### src/rtl/vga_timing_gen_if.sv
// Signal bundle between the VGA timing generator and its consumers.
// The generator drives everything except the run enable.
`timescale 1ns/1ps
interface vga_timing_gen_if #(
  parameter int CW = 10
);
  logic          en;
  logic          pix_en;
  logic          hSync;
  logic          vSync;
  logic          bright;
  logic [CW-1:0] hCount;
  logic [CW-1:0] vCount;
  logic          line_start;
  logic          frame_start;

  modport master (
    input  en,
    output pix_en, hSync, vSync, bright, hCount, vCount, line_start, frame_start
  );

  modport slave (
    output en,
    input  pix_en, hSync, vSync, bright, hCount, vCount, line_start, frame_start
  );
endinterface

### src/rtl/vga_timing_gen.sv
// Parametrised VGA timing generator running on the board clock with a pixel-rate
// enable; counters, syncs, bright and strobes all change together on each pixel step.
`timescale 1ns/1ps
module vga_timing_gen #(
  parameter int DIV          = 4,
  parameter int H_ACTIVE     = 640,
  parameter int H_FP         = 16,
  parameter int H_SYNC       = 96,
  parameter int H_BP         = 48,
  parameter int V_ACTIVE     = 480,
  parameter int V_FP         = 10,
  parameter int V_SYNC       = 2,
  parameter int V_BP         = 33,
  parameter int H_POL        = 0,
  parameter int V_POL        = 0,
  parameter int ACTIVE_FIRST = 1,
  parameter int CW           = 10
)(
  input  logic             clk,
  input  logic             reset,
  vga_timing_gen_if.master bus
);

  localparam int H_TOTAL = H_ACTIVE + H_FP + H_SYNC + H_BP;
  localparam int V_TOTAL = V_ACTIVE + V_FP + V_SYNC + V_BP;
  localparam int DW      = (DIV > 1) ? $clog2(DIV) : 1;

  localparam logic [DW-1:0] DIV_LAST = DW'(DIV - 1);
  localparam logic [CW-1:0] H_LAST   = CW'(H_TOTAL - 1);
  localparam logic [CW-1:0] V_LAST   = CW'(V_TOTAL - 1);

  if (DIV < 1) begin : g_bad_div
    $fatal(1, "vga_timing_gen: DIV must be at least 1");
  end
  if (((64'd1 << CW) < 64'(H_TOTAL)) || ((64'd1 << CW) < 64'(V_TOTAL))) begin : g_bad_cw
    $fatal(1, "vga_timing_gen: CW too small for the line or frame total");
  end
  if ((H_ACTIVE < 1) || (H_FP < 1) || (H_SYNC < 1) || (H_BP < 1) ||
      (V_ACTIVE < 1) || (V_FP < 1) || (V_SYNC < 1) || (V_BP < 1)) begin : g_bad_zero
    $fatal(1, "vga_timing_gen: active, porch and sync widths must be non-zero");
  end

  // Returns {hSync, vSync, bright} for a count pair, polarity already applied.
  function automatic logic [2:0] decode(input logic [CW-1:0] h, input logic [CW-1:0] v);
    int   hi;
    int   vi;
    logic hv;
    logic vv;
    logic hs;
    logic vs;
    hi = int'(h);
    vi = int'(v);
    if (ACTIVE_FIRST != 0) begin
      hv = (hi < H_ACTIVE);
      vv = (vi < V_ACTIVE);
      hs = (hi >= H_ACTIVE + H_FP) && (hi < H_ACTIVE + H_FP + H_SYNC);
      vs = (vi >= V_ACTIVE + V_FP) && (vi < V_ACTIVE + V_FP + V_SYNC);
    end else begin
      hs = (hi < H_SYNC);
      vs = (vi < V_SYNC);
      hv = (hi >= H_SYNC + H_BP) && (hi < H_SYNC + H_BP + H_ACTIVE);
      vv = (vi >= V_SYNC + V_BP) && (vi < V_SYNC + V_BP + V_ACTIVE);
    end
    decode = {(hs ? (H_POL != 0) : (H_POL == 0)),
              (vs ? (V_POL != 0) : (V_POL == 0)),
              (hv && vv)};
  endfunction

  logic [DW-1:0] r_div;
  logic [CW-1:0] r_h;
  logic [CW-1:0] r_v;
  logic          r_pix_en;
  logic          r_hs;
  logic          r_vs;
  logic          r_br;
  logic          r_line;
  logic          r_frame;

  logic          w_tick;
  logic [DW-1:0] w_div_nxt;
  logic [CW-1:0] w_h_nxt;
  logic [CW-1:0] w_v_nxt;
  logic [2:0]    w_dec;

  always_comb begin
    w_tick    = bus.en && (r_div == DIV_LAST);
    w_div_nxt = r_div;
    w_h_nxt   = r_h;
    w_v_nxt   = r_v;
    if (bus.en) begin
      w_div_nxt = (r_div == DIV_LAST) ? '0 : r_div + 1'b1;
    end
    if (w_tick) begin
      if (r_h == H_LAST) begin
        w_h_nxt = '0;
        w_v_nxt = (r_v == V_LAST) ? '0 : r_v + 1'b1;
      end else begin
        w_h_nxt = r_h + 1'b1;
      end
    end
    // Decoding the next counts keeps the level outputs aligned with the counters.
    w_dec = decode(w_h_nxt, w_v_nxt);
  end

  always_ff @(posedge clk or posedge reset) begin
    if (reset) begin
      r_div               <= '0;
      r_h                 <= '0;
      r_v                 <= '0;
      r_pix_en            <= 1'b0;
      r_line              <= 1'b0;
      r_frame             <= 1'b0;
      {r_hs, r_vs, r_br}  <= decode(CW'(0), CW'(0));
    end else begin
      r_div               <= w_div_nxt;
      r_h                 <= w_h_nxt;
      r_v                 <= w_v_nxt;
      r_pix_en            <= w_tick;
      r_line              <= w_tick && (w_h_nxt == '0);
      r_frame             <= w_tick && (w_h_nxt == '0) && (w_v_nxt == '0);
      {r_hs, r_vs, r_br}  <= w_dec;
    end
  end

  assign bus.pix_en      = r_pix_en;
  assign bus.hSync       = r_hs;
  assign bus.vSync       = r_vs;
  assign bus.bright      = r_br;
  assign bus.hCount      = r_h;
  assign bus.vCount      = r_v;
  assign bus.line_start  = r_line;
  assign bus.frame_start = r_frame;

endmodule

### src/flat_wrapper.sv
// flat-port wrapper written by rule: the top's interface ports become plain ports
module vga_timing_gen_flat 
#(
  parameter int DIV          = 4,
  parameter int H_ACTIVE     = 640,
  parameter int H_FP         = 16,
  parameter int H_SYNC       = 96,
  parameter int H_BP         = 48,
  parameter int V_ACTIVE     = 480,
  parameter int V_FP         = 10,
  parameter int V_SYNC       = 2,
  parameter int V_BP         = 33,
  parameter int H_POL        = 0,
  parameter int V_POL        = 0,
  parameter int ACTIVE_FIRST = 1,
  parameter int CW           = 10
)
  (clk, reset, bus_en, bus_pix_en, bus_hSync, bus_vSync, bus_bright, bus_hCount, bus_vCount, bus_line_start, bus_frame_start);
  vga_timing_gen_if #(.CW(CW)) bus_i ();
  input  logic clk;
  input  logic reset;
  input wire logic [$bits(bus_i.en)-1:0] bus_en;
  output wire logic [$bits(bus_i.pix_en)-1:0] bus_pix_en;
  output wire logic [$bits(bus_i.hSync)-1:0] bus_hSync;
  output wire logic [$bits(bus_i.vSync)-1:0] bus_vSync;
  output wire logic [$bits(bus_i.bright)-1:0] bus_bright;
  output wire logic [$bits(bus_i.hCount)-1:0] bus_hCount;
  output wire logic [$bits(bus_i.vCount)-1:0] bus_vCount;
  output wire logic [$bits(bus_i.line_start)-1:0] bus_line_start;
  output wire logic [$bits(bus_i.frame_start)-1:0] bus_frame_start;
  assign bus_i.en = bus_en;
  assign bus_pix_en = bus_i.pix_en;
  assign bus_hSync = bus_i.hSync;
  assign bus_vSync = bus_i.vSync;
  assign bus_bright = bus_i.bright;
  assign bus_hCount = bus_i.hCount;
  assign bus_vCount = bus_i.vCount;
  assign bus_line_start = bus_i.line_start;
  assign bus_frame_start = bus_i.frame_start;
  vga_timing_gen #(.DIV(DIV), .H_ACTIVE(H_ACTIVE), .H_FP(H_FP), .H_SYNC(H_SYNC), .H_BP(H_BP), .V_ACTIVE(V_ACTIVE), .V_FP(V_FP), .V_SYNC(V_SYNC), .V_BP(V_BP), .H_POL(H_POL), .V_POL(V_POL), .ACTIVE_FIRST(ACTIVE_FIRST), .CW(CW)) u_core (.clk(clk), .reset(reset), .bus(bus_i));
endmodule
### config.mk
export PLATFORM = sky130hd
export DESIGN_NAME = vga_timing_gen_flat
export DESIGN_NICKNAME = d
export VERILOG_FILES = /design/src/rtl/vga_timing_gen_if.sv /design/src/rtl/vga_timing_gen.sv /design/src/flat_wrapper.sv
export SDC_FILE = /design/constraint.sdc
export NUM_CORES = 1
export LEC_CHECK = 0
export CAP_MARGIN = 5
export CORE_MARGIN = 4
export CORE_UTILIZATION = 35
export CTS_BUF_LIST = sky130_fd_sc_hd__clkbuf_8
export DETAILED_ROUTE_END_ITERATION = 8
export PLACE_DENSITY = 0.68
export SLEW_MARGIN = 5
export SYNTH_ARGS = -nofsm -noshare
export SYNTH_HDL_FRONTEND = slang
export SYNTH_SLANG_ARGS = --single-unit
### constraint.sdc
create_clock -name clk -period 2.3 [get_ports clk]
set_input_delay 0.69 -clock clk [delete_from_list [all_inputs] [get_ports clk]]
set_output_delay 0.69 -clock clk [all_outputs]
set_load 0.02 [all_outputs]
==> metrics.yaml, run 1 <==
status:
  status: "completed"
placement:
  dp_hpwl_um: 3070
  dpl_worst_slack_ns: -0.437
  place_inst: 276
  place_congestion: 0.840
  place.port_buffers: 28
clock_network:
  clock_path_buffers: 2
  clk_latency_ns: 0.28
  tritoncts: "done"
  cts.sinks: 28
  cts_buffers: 3
  htreeDepth: 1
  clock_tree.root_cell: "clkbuf_8"
  cts.reportedPaths.clkPinSlew_ns: 0.10
worst_setup_path:
  r2r_slack_ns: 0.14
  worst_setup_path_start_kind: "flop"
  crit_fanout: 11
  cp.required_ns: 1.61
  crit_buf_inv: 1
  crit_path_end_kind: "output port"
  crit_chain: "clkdlybuf4s50_1"
  r2r_cells: 9
  max_stage_delay_ns: 0.67
  r2r_end: "u_core.bus.frame_start"
  slowest_stage: "clkdlybuf4s50_1"
  timing.rr.start: "u_core.bus.hCount[0]"
  critPathKind: "flop to output port"
  cp_top_family: "buffers and inverters"
  worst_ep_arrival_time_ns: 1.49
global_routing:
  met3_usage: 0.0176
  grt_max_degree: 29
  grt_overflow: 0
  antenna_found_initial: 0
  first_global_vias: 1454
  grt.met1_usage: 0.201
  use_met2: 0.227
  grt_pass1_wl_um: 7000
  grt-busiest-layer: "met2"
  grtUsageTotal: 0.143
pwr:
  finalPower_w: 0.00137
  powerDensity_mw_per_mm2: 594
  leakagePower_nw: 0.995
  ir_drop_uv: 406
finish:
  syn2layout_area_growth_pct: 37.6
  final_cell_mix: "31 x buf_4, 27 x clkdlybuf4s50_1, 23 x dfrtp_1"
  drive_gt1_frac: 0.254
  nets: 236
  n_antenna_cell: 0
  fin_cells: 280
  layout_commonest_cell: "buf_4"
job:
  maxCapViolations: 0
route:
  vias_per_cell: 5.42
  wl_um: 4020
  drc: 0
  first_iter_violations: 113
  drt-wirelength-per-cell_um: 14.4
  vias: 1517
  ant_nets: 0
  drtPass1Iterations: 4
sta:
  tightestPinTransition_ns: 0.354
  max_freq_mhz: 458
  rsz0062_at_grt: "no"
  final.period_utilization: 0.949
  drv_slew: 0
  hold_violations: 0
  post-route-min-period_ns: 2.18
  clock_skew_ns: 0.00683
  holdWs_ns: 0.525
  setup_slack_ns: 0.117
  max_slew_margin: 0.758
  setup_tns_ns: 0
  setup_viol: 0
floorplanning:
  die_h_um: 77.2
  die-area_sq_mm: 0.00596
  start_util: 0.372
  coreArea_sq_mm: 0.00450
  io_pins: 29
  die_x_um: 77.2
  rows: 24
logic_synthesis:
  syn_area_per_cell_sq_um: 9.80
  ys_seq_elements: 28
  synth_top_area_share: 0.373
  syn-num-nets: 178
  ys_types: 54
  synth_area_leader_cell: "dfrtp_1"
  synthCells: 171
  synth_ff_type: "dfrtp_1"
  async_flop_share: 1.00
  synth_area_sq_mm: 0.00168
  synthTopCellsByArea: "dfrtp_1 37%, xnor2_1 5.2%, dfstp_2 4.7%"
  synth_edf_count: 0
  ys_seq_area_frac: 0.420
  yosys_warnings: 0
min_path:
  holdPathStages: 1
  hold_path_startpoint: "u_core.r_div[1]"
  hp-class: "flop to flop"
  whs_endpoint: "u_core.r_div[1]"
[power by group]
part	switching, W	internal [W]
Clock	0.000165	0.000233
Sequential	0.0000589	0.000549
Combinational	0.000182	0.000181
Total	0.000406	0.000964
[metal layers]
| metal | routed length [um] | vias up |
|---|---|---|
| met5 | 0 | - |
| met4 | 49 | 0 |
| met3 | 160 | 4 |
| met2 | 1830 | 38 |
| met1 | 1990 | 738 |
| li1 | - | 737 |
[flip-flops by register name, indices dropped and copies added, names as in the netlist]
register / flops
u_core.bus.line_start: 1
u_core.bus.hCount: 10
u_core.bus.vSync: 1
u_core.bus.frame_start: 1
u_core.bus.vCount: 10
u_core.bus.bright: 1
u_core.bus.hSync: 1
u_core.bus.pix_en: 1
u_core.r_div: 2
[per-stage QoR]
stage / area (sq um) / util
CTS: 2300 / 0.512
detailed placement: 2210 / 0.491
global route: 2300 / 0.512
floorplan: 1680 / -
global placement: 2210 / 0.491
finish: 2300 / 0.512
[cell type report]
type | instances | area [sq um]
timing repair buffer | 59 | 512
fill | 426 | 2200
inverter | 14 | 52.6
multi-input combinational | 123 | 897
clock inverter | 1 | 30.0
tap | 52 | 65.1
clock buffer | 3 | 41.3
sequential | 28 | 707
[worst max path at each step]
| stage | start | end | slack, ns | cells after the start |
|---|---|---|---|---|
| after floorplan | u_core.bus.hCount[0] | u_core.bus.frame_start | 0.05 | 8 |
| after global placement | bus_en | u_core.bus.frame_start | -0.38 | 8 |
| after detailed placement | bus_en | u_core.bus.vSync | -0.44 | 7 |
| after CTS | u_core.bus.vCount[3] | bus_vCount[3] | 0.1 | 1 |
| after global routing | u_core.bus.hCount[0] | u_core.bus.bright | 0.004 | 9 |
| final | u_core.bus.vCount[3] | bus_vCount[3] | 0.12 | 1 |
[cell usage after synthesis, types with 4 or more instances]
library cell	instances
nand3_1	4
inv_1	14
dfrtp_1	25
nor3_1	8
ha_1	4
o21ai_0	10
mux2_2	4
xnor2_1	10
nand2_1	16
nand4_1	4
nor2_1	6
[timing repair]
item,in CTS,in global routing
buffers inserted,0,0
hold buffers,0,0
gates resized for setup,4,0
setup endpoints to repair,4,0
[worst reg2reg max path: stages (launching register included)]
cell	delay, ns
dfrtp_2	0.46
ha_1	0.24
and4_4	0.20
buf_4	0.15
and3_1	0.18
buf_4	0.17
and2_1	0.16
o221ai_1	0.17
nand3b_1	0.13
and4b_1	0.26
[cell families after synthesis]
family	share of synthesized area
and+or+nand+nor	0.259
DFF	0.420
buffers and inverters	0.0568
adders and majority gates	0.0299
muxes	0.0403
AOI/OAI and AO/OA	0.125
xor gates and xnor gates	0.0680
(Power assumes the default switching activity.)
==> inputs of run 2 (changes only) <==
--- a/config.mk
+++ b/config.mk
@@ -5,7 +5,7 @@
 export SDC_FILE = /design/constraint.sdc
 export NUM_CORES = 1
 export LEC_CHECK = 0
-export CAP_MARGIN = 5
+export CAP_MARGIN = 20
 export CORE_MARGIN = 4
 export CORE_UTILIZATION = 35
 export CTS_BUF_LIST = sky130_fd_sc_hd__clkbuf_8
==> constraint.sdc (replaced) <==
create_clock -name clk -period 2.3 [get_ports clk]
set_input_delay 0.345 -clock clk [delete_from_list [all_inputs] [get_ports clk]]
set_output_delay 0.345 -clock clk [all_outputs]
set_load 0.02 [all_outputs]
==> metrics.yaml, run 2 (same netlist as run 1, synthesis figures left out) <==
status:
  status: "completed"  # unchanged
pwr:
  leakagePower_nw: 0.967  # was 0.995 nW
  finalPower_w: 0.00126  # was 0.00137 W
  p_int_w: 0.000875  # was 0.000964 W
  combinationalPowerShare: 0.273  # was 0.265
  p_sw_frac: 0.306  # was 0.296
  ir_drop_uv: 424  # was 406 uV
  power_frac_seq: 0.484  # was 0.444
  powerDensity_mw_per_mm2: 563  # was 594 mW/mm^2
  pwr-share-clk: 0.244  # was 0.291
  p_switching_w: 0.000386  # was 0.000406 W
route:
  wl_um: 3850  # was 4020 um
  drc: 0  # unchanged
  ant_nets: 0  # unchanged
  drtPass1Iterations: 4  # unchanged
  vias_per_cell: 5.17  # was 5.42
  vias: 1428  # was 1517
  drt-wirelength-per-cell_um: 13.9  # was 14.4 um
  first_iter_violations: 109  # was 113
worst_setup_path:
  worst_ep_arrival_time_ns: 2.36  # was 1.49 ns
  slowest_stage: "dfrtp_2"  # was clkdlybuf4s50_1
  crit_fanout: 7  # was 11
  crit_path_end_kind: "flop"  # was output port
  critPathKind: "flop to flop"  # was flop to output port
  crit_buf_inv: 0  # was 1
  crit_start: "u_core.bus.hCount[0]"  # was u_core.bus.vCount[3]
  cp.required_ns: 2.50  # was 1.61 ns
  max_stage_delay_ns: 0.43  # was 0.67 ns
  timing.rr.start: "u_core.bus.hCount[0]"  # unchanged
  critPathMostFrequentCell: "or3_1"
  worst_setup_path_start_kind: "flop"  # unchanged
  cp_top_family: "simple AND/OR/NAND/NOR gates"  # was buffers and inverters
  crit_chain: "ha_1 -> and4_4 -> nand3_2 -> or3_1 -> xor2_1 -> or3_1 -> nand4bb_1"  # was clkdlybuf4s50_1
finish:
  finalInstanceArea_sq_mm: 0.00224  # was 0.00230 sq mm
  final_cell_mix: "28 x clkdlybuf4s50_1, 27 x buf_4, 23 x dfrtp_1"  # was 31 x buf_4, 27 x clkdlybuf4s50_1, 23 x dfrtp_1
  n_antenna_cell: 0  # unchanged
  layout_commonest_cell: "clkdlybuf4s50_1"  # was buf_4
  drive_gt1_frac: 0.237  # was 0.254
  syn2layout_area_growth_pct: 33.7  # was 37.6%
  nets: 232  # was 236
placement:
  dp_hpwl_um: 2940  # was 3070 um
  place_area_sq_mm: 0.00218  # was 0.00221 sq mm
  place.port_buffers: 28  # unchanged
  place_congestion: 0.819  # was 0.840
floorplanning:
  io_pins: 29  # unchanged
  die_h_um: 77.2  # unchanged
  rows: 24  # unchanged
  die_x_um: 77.2  # unchanged
  start_util: 0.372  # unchanged
  coreArea_sq_mm: 0.00450  # unchanged
  die-area_sq_mm: 0.00596  # unchanged
sta:
  max_freq_mhz: 462  # was 458 MHz
  clock_skew_ns: 0.00592  # was 0.00683 ns
  max_slew_margin: 0.749  # was 0.758
  setup_tns_ns: 0  # unchanged
  final.period_utilization: 0.941  # was 0.949
  drv_slew: 0  # unchanged
  post-route-min-period_ns: 2.17  # was 2.18 ns
  hold_violations: 0  # unchanged
  rsz0062_at_grt: "no"  # unchanged
  setup_viol: 0  # unchanged
  tightestPinTransition_ns: 0.373  # was 0.354 ns
clock_network:
  clock_tree.root_cell: "clkbuf_8"  # unchanged
  cts_buffers: 3  # unchanged
  clock_path_buffers: 2  # unchanged
  clk_latency_ns: 0.28  # about the same
  htreeDepth: 1  # unchanged
  tritoncts: "done"  # unchanged
  cts.reportedPaths.clkPinSlew_ns: 0.10  # about the same
  cts.sinks: 28  # unchanged
min_path:
  hp-class: "input port to async pin"  # was flop to flop
job:
  maxCapViolations: 0  # unchanged
global_routing:
  grt_max_degree: 29  # unchanged
  antenna_found_initial: 0  # unchanged
  grtUsageTotal: 0.136  # was 0.143
  first_global_vias: 1396  # was 1454
  grt_overflow: 0  # unchanged
  grt_pass1_wl_um: 6700  # was 7000 um
[run 2: area by class of cell]
class | instances | area, sq um
clock buffers | 4 | 55.1
fillers | 418 | 2260
inverters | 14 | 52.6
multi-input cells | 123 | 877
flip-flops and latches | 28 | 707
well taps | 52 | 65.1
repair buffers | 55 | 483
[run 2: path summary, 6_finish.rpt]
path | to | slack, ns | depth (start not counted)
setup reg to reg | u_core.bus.vSync | 0.13 | 7
setup / recovery | u_core.bus.vSync | 0.13 | 7
hold reg to reg | u_core.r_div[1] | 0.52 | 1
min in group clk | u_core.r_div[1] | 0.52 | 1
hold / removal | u_core.bus.vCount[2] | 0.43 | 3
max in group asynchronous | u_core.bus.hSync | 1.57 | 3
[run 2: layer usage]
metal  wire length (um)  track usage  share of wire
met1               2000        0.198           0.52
met2               1670        0.210           0.44
met3                138       0.0187          0.036
met4                 38       0.0374         0.0099
met5                  0            0              0
[run 2: power groups by stage]
| stage | sequential (W) | clock, W | combinational (W) |
|---|---|---|---|
| 6_report | 0.000610 | 0.000307 | 0.000344 |
| 5_1_grt | 0.000620 | 0.000342 | 0.000384 |
| 4_1_cts | 0.000610 | 0.000322 | 0.000347 |
| 3_5_place_dp | 0.000618 | 0 | 0.000345 |
| 3_3_place_gp | 0.000617 | 0 | 0.000339 |
| 2_1_floorplan | 0.000652 | 0 | 0.000167 |
[run 2: stage by stage]
stage	worst slack, ns	hold WS [ns]	instances	utilization
after floorplan	0.0484	0.408	171	-
after global placement	-0.0283	0.497	272	0.485
after detailed placement	-0.108	0.510	272	0.485
after CTS	0.140	0.439	276	0.497
after global routing	0.00654	0.499	276	0.497
final	0.135	0.426	276	0.497
[run 2: worst register-to-register path, delay by kind of cell, from the launching register on]
| family | cells | cell delay [ns] |
|---|---|---|
| xor gates and xnor gates | 1 | 0.16 |
| and+or+nand+nor | 5 | 1.31 |
| adders and majority gates | 1 | 0.19 |
| DFF | 1 | 0.43 |
[run 2: what timing repair did]
| item | in CTS | in global routing |
|---|---|---|
| setup endpoints to repair | 0 | 1 |
| hold buffers | 0 | 0 |
| buffers inserted | 0 | 0 |
| resized for setup | 0 | 1 |
==> inputs of run 3 (changes only) <==
--- a/config.mk
+++ b/config.mk
@@ -10,7 +10,8 @@
 export CORE_UTILIZATION = 35
 export CTS_BUF_LIST = sky130_fd_sc_hd__clkbuf_8
 export DETAILED_ROUTE_END_ITERATION = 8
-export PLACE_DENSITY = 0.68
+export DONT_BUFFER_PORTS = 1
+export PLACE_DENSITY = 0.6
 export SLEW_MARGIN = 5
 export SYNTH_ARGS = -nofsm -noshare
 export SYNTH_HDL_FRONTEND = slang
==> metrics.yaml, run 3 (same netlist as run 1, synthesis figures left out) <==
worst_setup_path:
  critPathKind: "flop to flop"  # unchanged
  crit_fanout: 6  # was 7
  r2r_slack_ns: 0.15  # was 0.13 ns
  worst_ep_arrival_time_ns: 2.35  # was 2.36 ns
  crit_path_end_kind: "flop"  # unchanged
  timing.rr.start: "u_core.r_div[0]"  # was u_core.bus.hCount[0]
  r2r_cells: 7  # unchanged
  r2r_end: "u_core.bus.vSync"  # unchanged
  cp.required_ns: 2.50  # about the same
  worst_setup_path_start_kind: "flop"  # unchanged
placement:
  place_area_sq_mm: 0.00190  # was 0.00218 sq mm
  place.port_buffers: 0  # was 28
  place_congestion: 0.865  # was 0.819
  dp_hpwl_um: 3170  # was 2940 um
route:
  first_iter_violations: 84  # was 109
  drc: 0  # unchanged
  ant_nets: 0  # unchanged
  vias_per_cell: 5.62  # was 5.17
  vias: 1394  # was 1428
  drt-wirelength-per-cell_um: 17.0  # was 13.9 um
  wl_um: 4210  # was 3850 um
  drtPass1Iterations: 4  # unchanged
clock_network:
  cts.sinks: 28  # unchanged
  htreeDepth: 1  # unchanged
  clk_latency_ns: 0.28  # about the same
  clock_tree.root_cell: "clkbuf_8"  # unchanged
  postCtsSetupBuffers: 0  # unchanged
  cts_buffers: 3  # unchanged
  tritoncts: "done"  # unchanged
  cts.reportedPaths.clkPinSlew_ns: 0.11  # was 0.10 ns
  clock_path_buffers: 2  # unchanged
  hold_buffers: 0  # unchanged
global_routing:
  grt_overflow: 0  # unchanged
  grt.met1_usage: 0.173  # was 0.198
  grt_pass1_wl_um: 7010  # was 6700 um
  grt_max_degree: 29  # unchanged
  antenna_found_initial: 0  # unchanged
  grtUsageTotal: 0.146  # was 0.136
  use_met2: 0.244  # was 0.210
  grt-busiest-layer: "met2"  # unchanged
  met3_usage: 0.0562  # was 0.0187
  first_global_vias: 1409  # was 1396
finish:
  n_antenna_cell: 0  # unchanged
  drive_gt1_frac: 0.286  # was 0.237
  finalInstanceArea_sq_mm: 0.00199  # was 0.00224 sq mm
  post-route-util: 0.443  # was 0.497
  nets: 204  # was 232
  final_cell_mix: "27 x buf_4, 23 x dfrtp_1, 16 x nand2_1"  # was 28 x clkdlybuf4s50_1, 27 x buf_4, 23 x dfrtp_1
  syn2layout_area_growth_pct: 19.0  # was 33.7%
  layout_commonest_cell: "buf_4"  # was clkdlybuf4s50_1
  fill_cells: 435  # was 418
sta:
  clock_skew_ns: 0.0144  # was 0.00592 ns
  drv_slew: 0  # unchanged
  final.period_utilization: 0.934  # was 0.941
  holdWs_ns: -0.000223  # was 0.426 ns
  setup_viol: 0  # unchanged
  hold_violations: 1  # was 0
  max_freq_mhz: 466  # was 462 MHz
  setup_tns_ns: 0  # unchanged
  max_slew_margin: 0.706  # was 0.749
  rsz0062_at_grt: "no"  # unchanged
  post-route-min-period_ns: 2.15  # was 2.17 ns
  tightestPinTransition_ns: 0.441  # was 0.373 ns
floorplanning:
  rows: 24  # unchanged
  io_pins: 29  # unchanged
  coreArea_sq_mm: 0.00450  # unchanged
  start_util: 0.372  # unchanged
  die_x_um: 77.2  # unchanged
  die_h_um: 77.2  # unchanged
  die-area_sq_mm: 0.00596  # unchanged
min_path:
  hp-class: "input port to async pin"  # unchanged
status:
  status: "finished with violations"  # was completed
  violations: "negative hold slack"
pwr:
  leakagePower_nw: 0.873  # was 0.967 nW
  powerDensity_mw_per_mm2: 624  # was 563 mW/mm^2
  finalPower_w: 0.00124  # was 0.00126 W
  ir_drop_uv: 548  # was 424 uV
job:
  maxCapViolations: 0  # unchanged
[run 3: worst max-delay path by stage]
| stage | depth (start not counted) | from | slack (ns) | to |
|---|---|---|---|---|
| 6_report | 7 | u_core.r_div[0] | 0.15 | u_core.bus.vSync |
| 5_1_grt | 8 | u_core.r_div[0] | 0.02 | u_core.bus.hSync |
| 4_1_cts | 8 | u_core.r_div[0] | 0.07 | u_core.bus.vSync |
| 3_5_place_dp | 8 | u_core.r_div[0] | 0.08 | u_core.bus.vSync |
| 3_3_place_gp | 7 | u_core.r_div[0] | 0.19 | u_core.bus.frame_start |
| 2_1_floorplan | 8 | u_core.bus.hCount[0] | 0.05 | u_core.bus.frame_start |
[run 3: routing by layer]
layer / part of all wire / up-vias
met2: 0.50 / 37
met5: 0 / -
li1: - / 665
met3: 0.074 / 4
met4: 0.0083 / 0
met1: 0.41 / 688
[run 3: per-stage QoR]
step	std cells	setup WS [ns]
floorplan	171	0.0484
global placement	244	0.187
detailed placement	244	0.0803
CTS	248	0.0699
global route	248	0.0196
finish	248	0.153
[run 3: where the power goes]
group          internal, W  switching [W]
combinational     0.000142       0.000183
sequential        0.000549      0.0000568
clock             0.000153       0.000159
[run 3: critical path: stages (launching register included)]
cell	delay, ns
dfrtp_1	0.38
ha_1	0.20
and4_4	0.29
nand3_4	0.10
or3_1	0.33
xor2_1	0.17
or3_1	0.40
nand4bb_1	0.21
[run 3: layout make-up]
type                            instances  area, sq um  area share
Multi-Input combinational cell        123          911       0.457
Sequential cell                        28          707       0.355
Timing Repair Buffer                   27          203       0.102
Tap cell                               52         65.1      0.0326
Clock buffer                            4         55.1      0.0276
Inverter                               14         52.6      0.0264
[run 3: what timing repair did]
action | CTS | global route
gates resized for setup | 0 | 6
endpoints found under the setup margin | 0 | 3
hold endpoints to repair | 0 | 0
